==> src/rtl/common_pkg.sv <==
// rtl/common_pkg.sv - shared pipeline constants and types
package common_pkg;

    localparam logic [31:0] INSTR_NOP = 32'h0000_0013;

    typedef struct packed {
        logic [31:0] pc;
        logic [31:0] instr;
    } fetch_entry_t;

endpackage

==> src/rtl/fetch_fifo.sv <==
// rtl/fetch_fifo.sv - synchronous FIFO with push, pop, flush and occupancy count
module fetch_fifo #(
    parameter int  DEPTH = 4,
    parameter type T     = logic [31:0],
    localparam int CW    = $clog2(DEPTH + 1)
) (
    input  logic          clk,
    input  logic          rst,
    input  logic          push,
    input  T              push_data,
    input  logic          pop,
    input  logic          flush,
    output T              head,
    output logic [CW-1:0] count
);

    localparam int PW = $clog2(DEPTH);

    T              mem [DEPTH];
    logic [PW-1:0] wr_ptr;
    logic [PW-1:0] rd_ptr;

    always_ff @(posedge clk or negedge rst) begin
        if (!rst) begin
            wr_ptr <= '0;
            rd_ptr <= '0;
            count  <= '0;
        end else if (flush) begin
            wr_ptr <= '0;
            rd_ptr <= '0;
            count  <= '0;
        end else begin
            if (push) wr_ptr <= wr_ptr + PW'(1);
            if (pop)  rd_ptr <= rd_ptr + PW'(1);
            case ({push, pop})
                2'b10:   count <= count + CW'(1);
                2'b01:   count <= count - CW'(1);
                default: count <= count;
            endcase
        end
    end

    // Storage needs no reset: the count alone decides what is valid.
    always_ff @(posedge clk) begin
        if (push && !flush) mem[wr_ptr] <= push_data;
    end

    assign head = mem[rd_ptr];

endmodule

==> src/rtl/fetch_stage.sv <==
// rtl/fetch_stage.sv - RV32I fetch stage: PC, credit-limited imem requests, instruction buffer, redirect
module fetch_stage
    import common_pkg::*;
#(
    parameter logic [31:0] RESET_PC   = 32'h0000_0000,
    parameter int          IBUF_DEPTH = 4
) (
    input  logic        clk,
    input  logic        rst,
    input  logic        branch_taken,
    input  logic [31:0] pc_branch,
    input  logic        insert_bubble,
    output logic        imem_req_valid,
    input  logic        imem_req_ready,
    output logic [31:0] imem_addr,
    input  logic        imem_rsp_valid,
    input  logic [31:0] imem_rsp_data,
    output logic        instr_valid,
    output logic [31:0] instruction,
    output logic [31:0] pc_decode
);

    localparam int          CW      = $clog2(IBUF_DEPTH + 1);
    localparam logic [CW:0] DEPTH_W = (CW + 1)'(IBUF_DEPTH);

    logic [31:0]   pc_q;
    logic [CW-1:0] live_cnt;
    logic [CW-1:0] drop_cnt;
    logic [CW-1:0] buf_cnt;
    logic [CW-1:0] side_cnt;
    logic [31:0]   side_pc;
    fetch_entry_t  buf_in;
    fetch_entry_t  buf_head;
    logic [CW:0]   occ_buf;
    logic [CW:0]   occ_mem;
    logic          accept;
    logic          rsp_live;
    logic          rsp_drop;
    logic          buf_push;
    logic          buf_pop;

    // Two credits: buffer space for every live request, and side-FIFO space for every outstanding one.
    assign occ_buf = {1'b0, live_cnt} + {1'b0, buf_cnt};
    assign occ_mem = {1'b0, live_cnt} + {1'b0, drop_cnt};

    assign imem_req_valid = rst && !branch_taken && (occ_buf < DEPTH_W) && (occ_mem < DEPTH_W);
    assign imem_addr      = pc_q;
    assign accept         = imem_req_valid && imem_req_ready;

    // Stale responses are always the oldest outstanding, so they drain first.
    assign rsp_drop = imem_rsp_valid && (drop_cnt != '0);
    assign rsp_live = imem_rsp_valid && (drop_cnt == '0);
    assign buf_push = rsp_live && !branch_taken;
    assign buf_pop  = instr_valid && !insert_bubble && !branch_taken;
    assign buf_in   = '{pc: side_pc, instr: imem_rsp_data};

    always_ff @(posedge clk or negedge rst) begin
        if (!rst) begin
            pc_q     <= RESET_PC;
            live_cnt <= '0;
            drop_cnt <= '0;
        end else if (branch_taken) begin
            pc_q     <= pc_branch & 32'hFFFF_FFFC;
            live_cnt <= '0;
            drop_cnt <= drop_cnt + live_cnt - CW'(imem_rsp_valid);
        end else begin
            if (accept) pc_q <= pc_q + 32'd4;
            live_cnt <= live_cnt + CW'(accept) - CW'(rsp_live);
            drop_cnt <= drop_cnt - CW'(rsp_drop);
        end
    end

    fetch_fifo #(
        .DEPTH (IBUF_DEPTH),
        .T     (logic [31:0])
    ) u_side_fifo (
        .clk       (clk),
        .rst       (rst),
        .push      (accept),
        .push_data (pc_q),
        .pop       (imem_rsp_valid),
        .flush     (1'b0),
        .head      (side_pc),
        .count     (side_cnt)
    );

    fetch_fifo #(
        .DEPTH (IBUF_DEPTH),
        .T     (fetch_entry_t)
    ) u_ibuf (
        .clk       (clk),
        .rst       (rst),
        .push      (buf_push),
        .push_data (buf_in),
        .pop       (buf_pop),
        .flush     (branch_taken),
        .head      (buf_head),
        .count     (buf_cnt)
    );

    assign instr_valid = (buf_cnt != '0);
    assign instruction = instr_valid ? buf_head.instr : INSTR_NOP;
    assign pc_decode   = instr_valid ? buf_head.pc : 32'h0;

    a_rsp_expected: assert property (@(posedge clk) disable iff (!rst)
        imem_rsp_valid |-> (live_cnt != '0 || drop_cnt != '0));

    a_side_tracks: assert property (@(posedge clk) disable iff (!rst)
        side_cnt == live_cnt + drop_cnt);

endmodule

==> config.mk <==
export PLATFORM = sky130hd
export DESIGN_NAME = fetch_stage
export DESIGN_NICKNAME = d
export VERILOG_FILES = /design/src/rtl/common_pkg.sv /design/src/rtl/fetch_fifo.sv /design/src/rtl/fetch_stage.sv
export SDC_FILE = /design/constraint.sdc
export NUM_CORES = 1
export LEC_CHECK = 0
export CAP_MARGIN = 20
export CORE_ASPECT_RATIO = 0.9
export CORE_MARGIN = 2
export CORE_UTILIZATION = 32
export DETAILED_ROUTE_END_ITERATION = 8
export GPL_ROUTABILITY_DRIVEN = 0
export PLACE_DENSITY = 0.58
export SLEW_MARGIN = 20
export SYNTH_ARGS = -nofsm -noshare
export SYNTH_HDL_FRONTEND = slang
export SYNTH_SLANG_ARGS = --single-unit
==> constraint.sdc <==
create_clock -name clk -period 4.3 [get_ports clk]
set_clock_uncertainty 0.1 [all_clocks]
set_input_delay 0.86 -clock clk [delete_from_list [all_inputs] [get_ports clk]]
set_output_delay 0.86 -clock clk [all_outputs]
set_load 0.005 [all_outputs]
[Word-level counts from Yosys, hierarchy flattened]
Memories as Yosys holds them, arrays and structs flattened.
Index checks and enable logic that the tools add are counted.
Word-level totals
  register bits after elaboration: 49
  latch bits: 0
  bits in writable memories: 384
  bits in read-only memories: 0
  input bits: 70
  output and inout port bits: 98
  memories kept: 2
Memories
  u_ibuf.mem: words 4, bits a word 64, read ports 1, clocked after Yosys merged registers in 0, wr ports 1, line fetch_fifo.sv:19  | T mem [DEPTH];
  u_side_fifo.mem: words 4, bits a word 32, read ports 1, clocked after Yosys merged registers in 0, wr ports 1, line fetch_fifo.sv:19
Cells by class
  add/subtract/negate cells: 14
  multiply operators: 0
  div/mod/pow operators: 0
  magnitude comparators: 2
  eq/ne operators: 2
  shift operators: 0
  muxes and demuxes: 16
  bitwise operators: 0
  reductions and logical operators: 19
Operators by type and width (count)
  two-way mux 32 bit: 4
  adder 32 x 3 -> 32 bit, second input constant: 1
  logical AND 1 bit: 10
  two-way mux 3 bit: 3
  nonzero test 3 bit: 3
  subtractor 3 x 1 -> 3 bit: 3
  adder 2 x 1 -> 2 bit, second input constant: 4
  adder 3 x 3 -> 4 bit: 2
  < comparator 4 x 3 -> 1 bit, second input constant: 2
  two-way mux 2 bit: 4
  one-hot mux 3 bit (2 select lines): 1
  nonzero test 2 bit: 3
  two-way mux 1 bit: 4
  adder 3 x 1 -> 3 bit: 1
  adder 3 x 1 -> 3 bit, second input constant: 1
  adder 3 bit: 1
  zero test 3 bit: 1
  subtractor 3 x 1 -> 3 bit, second input constant: 1
  equality test 2 x 1 -> 1 bit, second input constant: 1
  equality test 2 bit, second input constant: 1
  zero test 1 bit: 2

[Logic depth before layout (Yosys ltp)]
  word-level depth: 8
  gate-level depth with buffers: 13
  depth with buffers taken out: 12

[Modules after synthesis]
From an unflattened synthesis, not the netlist that was laid out.
Unflattened totals
  cell total of the unflattened synthesis: 903
  area, all modules: 17419.2 µm²
Modules (own cells, without submodules)
  fetch_fifo at u_ibuf: times used 1, cells an instance 375, area an instance 9656.8 µm²
  fetch_fifo at u_side_fifo: times used 1, cells an instance 209, area an instance 5092.4 µm²
  fetch_stage: times used 1, cells an instance 319, area an instance 2670.1 µm²

[Least setup slack after synthesis]
No wires, ideal clock.
  path type: input to register
  from: input imem_rsp_valid
  to: memory u_ibuf.mem[0][0] (netlist name), enable pin
  setup time: 427 ps
  data arrival time: 3094 ps
  setup slack: 679 ps
  cell stages on the path: 3
  buffers on the path: 0
  cells stage by stage: nor4b_2 -> nor2b_1 -> and2_1
Between the ends
  cells in the longest elaborated chain, start to end: 5
RTL lines
  from (decl): line fetch_stage.sv:16  | input logic imem_rsp_valid,
  logical AND 1 bit: line fetch_stage.sv:52  | assign rsp_live = imem_rsp_valid && (drop_cnt == '0);
  logical AND 1 bit: line fetch_stage.sv:53  | assign buf_push = rsp_live && !branch_taken;
  logical AND 1 bit: line fetch_fifo.sv:45  | if (push && !flush) mem[wr_ptr] <= push_data;
  two-way mux 1 bit: line fetch_fifo.sv:45
  two-way mux 1 bit (not written as such): line fetch_fifo.sv:45
  to (decl): line fetch_fifo.sv:19
No other way between the ends.

[Worst setup path in the final report]
  from: register live_cnt[2]
  to: output imem_req_valid
Between the ends
  cells in the longest elaborated chain, start to end: 4
  elaborated cells on any way between the ends: 6
  classes of those cells: 2 x add/sub; 2 x order compare; 2 x reduce/logical
RTL lines
  from (decl): line fetch_stage.sv:27  | logic [CW-1:0] live_cnt;
  from (signal assigned): line fetch_stage.sv:68  | live_cnt <= live_cnt + CW'(accept) - CW'(rsp_live);
  adder 3 x 3 -> 4 bit: line fetch_stage.sv:43  | assign occ_buf = {1'b0, live_cnt} + {1'b0, buf_cnt};
  < comparator 4 x 3 -> 1 bit: line fetch_stage.sv:46  | assign imem_req_valid = rst && !branch_taken && (occ_buf < DEPTH_W) && (occ_mem < DEPTH_W);
  logical AND 1 bit: line fetch_stage.sv:46
  logical AND 1 bit *: line fetch_stage.sv:46
  to (decl): line fetch_stage.sv:13  | output logic imem_req_valid,
Mark *: on every way between the ends. The rest lies on a longest branch, timed or not.

==> flow_summary_export.csv <==
group,metric,value,unit
outcome,status,"completed",
pwr,power.switching,3100,uW
flow_run,maxCapViolCount,0,
global_routing,busiest_layer,"met2",
placed_design,port_buffers,161,
drt,drt-total-wl,36800,microns
clocking,cts_tree,"yes",
final_layout,layout-drive-gt1-share,18.4,%
logic_synthesis,synth_top_family_by_area,"multiplexers",
drt,drtIter0Drc,554,
timing,slew_headroom,35.3,%
pwr,pwr-share-seq,44.6,%
die,dieWidth,245,microns
drt,first_pass_iters,4,
timing,fmax,0.259,GHz
clocking,cts_root_buf,"clkbuf_16",
global_routing,grt_pass1_vias,8839,
logic_synthesis,async_reset_ff_share,11.3,%
clocking,clkTransAtPathRegs,0.06,ns
logic_synthesis,synth.area.mux_share,13.1,%
logic_synthesis,synthAdderAreaFrac,1.86,%
worst_setup_path,startpoint_type,"flop",
logic_synthesis,synth_common_cells,"368 x edfxtp_1, 92 x mux4_2, 69 x and2_1",
die,core-area,51600,sq um
timing,rsz0062_at_grt,"false",
timing,final-setup-viol-count,0,
global_routing,grt_pass1_wl,56000,microns
pwr,ir_worst_vdd,249,uV
timing,setup_tns,0,ns
worst_setup_path,critPathRequiredTime,3.34,ns
logic_synthesis,synth-xor-area-share,1.37,%
logic_synthesis,synth_compound_area_share,2.33,%
logic_synthesis,synthFlopType,"edfxtp_1",
clocking,cts_setup_buffers,0,
final_layout,nets,1166,
clocking,insertion_delay,0.58,ns
die,row_count,79,
timing,finalHoldViolCount,0,
drt,drc,0,
global_routing,grt_use_total,13.9,%
timing,slew_viol_final,0,
logic_synthesis,syn_area,16700,sq um
global_routing,grtUsageMet3,2.70,%
clocking,clkSinkCount,415,
die,die_y,221,microns
clocking,post_cts_resized,0,
logic_synthesis,synth-edff-count,368,
logic_synthesis,ys_top_cells_by_area,"edfxtp_1 66%, mux4_2 12%, dfrtp_1 7.1%",
global_routing,antenna_found_initial,2,
worst_setup_path,path_cells,"ha_1, or4b_1, a211oi_1, clkdlybuf4s50_1",
clocking,clockBufferDepth,3,
logic_synthesis,synth_top_cell_by_area,"edfxtp_1",
global_routing,grt_use_met1,19.8,%
global_routing,grt_max_degree,65,
logic_synthesis,synth_top_area_share,66.2,%
worst_setup_path,crit_fanout,3,
worst_setup_path,path_class,"flop to primary output",
die,die-area,54000,sq um
logic_synthesis,synth.avg_cell_area,19.0,sq um
die,ioPinCount,168,
final_layout,diodes,0,
logic_synthesis,seq_area_frac_synth,73.3,%
placed_design,post-dp-hpwl,22600,microns
timing,tightest_slew,0.962,ns
timing,fin_crit_sh,89.9,%
logic_synthesis,netlist_instances,879,
logic_synthesis,synth_warnings,0,
drt,vias,8552,
worst_setup_path,worst_path_max_delay_cell,"clkdlybuf4s50_1",
logic_synthesis,ys_seq_elements,415,
logic_synthesis,yosysUniqueCellTypes,55,
logic_synthesis,synth_simple_gate_area_share,6.31,%
logic_synthesis,synth.most_common_cell,"edfxtp_1",
pwr,intPower,8530,uW
pwr,p_comb_share,23.3,%
worst_setup_path,critPathCaptureType,"primary output",
clocking,h-tree-depth,2,
hold_path,min_path_type,"input port to asynchronous set/reset pin",
global_routing,gr-total-overflow,0,
clocking,numCtsBuffers,46,
worst_setup_path,arrival,2.90,ns
global_routing,met2_usage,21.5,%
worst_setup_path,critical-path-max-stage-delay,0.60,ns
pwr,p_clk_share,32.1,%
pwr,power.leakage,0.00676,uW
die,start_util,32.3,%
drt,detail_route.wl_per_cell,20.5,microns
clocking,postCtsHoldBufs,0,
pwr,pwr_density_cell,562,nW/um^2
drt,drt-vias-per-instance,4.77,
timing,period_needed,3.86,ns
pwr,swShare,26.7,%
drt,ant_nets,0,
final_layout,syn_to_final_growth,24.1,%
pwr,total_power,11600,uW
==> cells in the final DEF, fill, tap and decap left out, drive strengths merged, types with 2 or more instances in the layout <==
cell type,instances
a2111oi,2
a21o,3
a21oi,9
a31oi,2
and2,69
and4,2
buf,29
bufinv,4
clkbuf,57
clkdlybuf4s50,159
clkinv,16
conb,4
dfrtp,47
edfxtp,368
fa,3
ha,20
inv,21
mux2,4
mux2i,6
mux4,92
nand2,33
nand2b,3
nand3,20
nand4,13
nor2,25
nor2b,3
nor3,5
nor4,6
o211ai,6
o21ai,22
o311ai,6
or2,3
or4,2
or4b,2
xnor2,13
xor2,13
==> routing by layer <==
layer  part of all wire (%)  routed length, microns  vias up
li1                       -                       -     3865
met1                     47                   17100     4402
met2                     46                   17000      230
met5                  0.033                      12        -
met4                    2.1                     776        2
met3                    5.2                    1910       53
==> per-stage QoR <==
| stage | hold WS, ns | cell area [sq um] | util (%) | setup WS [ns] | std cells |
|---|---|---|---|---|---|
| floorplan | 0.416 | 16700 | - | 0.679 | 882 |
| global placement | 0.461 | 19300 | 37.4 | 0.803 | 1713 |
| detailed placement | 0.465 | 19300 | 37.4 | 0.814 | 1713 |
| CTS | 0.356 | 20700 | 40.1 | 0.370 | 1792 |
| global route | 0.404 | 20700 | 40.1 | 0.252 | 1792 |
| finish | 0.372 | 20700 | 40.1 | 0.436 | 1792 |
==> area by class of cell <==
cell class / instances / area [sq um]
Clock buffer: 57 / 1190
Clock inverter: 22 / 223
Fill cell: 4727 / 30900
Inverter: 19 / 71.3
Multi-Input combinational cell: 403 / 4180
Sequential cell: 415 / 12200
Tap cell: 688 / 861
Timing Repair Buffer: 188 / 1940
==> final timing paths <==
| path | slack (ns) | from | end | depth (start not counted) |
|---|---|---|---|---|
| max | 0.44 | live_cnt[2]$_DFF_PN0_ | imem_req_valid | 4 |
| min reg2reg | 0.48 | u_ibuf.rd_ptr[1]$_DFFE_PN0P_ | u_ibuf.rd_ptr[1]$_DFFE_PN0P_ | 2 |
| max reg2reg | 1.15 | live_cnt[2]$_DFF_PN0_ | live_cnt[2]$_DFF_PN0_ | 11 |
| max in group asynchronous | 3.24 | rst | u_ibuf.rd_ptr[0]$_DFFE_PN0P_ | 2 |
| min | 0.37 | rst | imem_addr[23]$_DFFE_PN0N_ | 2 |
| min in group clk | 0.48 | u_ibuf.rd_ptr[1]$_DFFE_PN0P_ | u_ibuf.rd_ptr[1]$_DFFE_PN0P_ | 2 |
==> state kept, by name (all words and copies together), names as in the netlist, 3 cells and up <==
register	cells
drop_cnt	3
imem_addr	30
u_side_fifo.mem	120
u_ibuf.count	3
live_cnt	3
u_ibuf.mem	248
==> power groups by stage <==
stage,logic [uW],registers [uW],clock network [uW]
detailed placement,2770,5280,0
finish,2710,5190,3740
global placement,2740,5280,0
global route,2990,5240,4020
CTS,2790,5210,3850
floorplan,1690,5020,0
==> cells by family (layout without fill, tap and decap cells) <==
| family | Yosys count | after routing |
|---|---|---|
| compound gates | 58 | 58 |
| xor+xnor | 26 | 26 |
| fa+ha+maj | 23 | 23 |
| buf+inv | 64 | 286 |
| flops | 415 | 415 |
| mux | 102 | 102 |
| other cells | 1 | 4 |
| simple gates | 190 | 190 |
==> worst max-delay path: cells and delay by family (launching register included) <==
kind	cells	cell delay (ns)
AOI/OAI and AO/OA	1	0.41
adders and majority gates	1	0.34
buffers and inverters	1	0.60
DFF	1	0.42
and+or+nand+nor	1	0.58
Note: power is estimated with default switching activity, not from simulation.
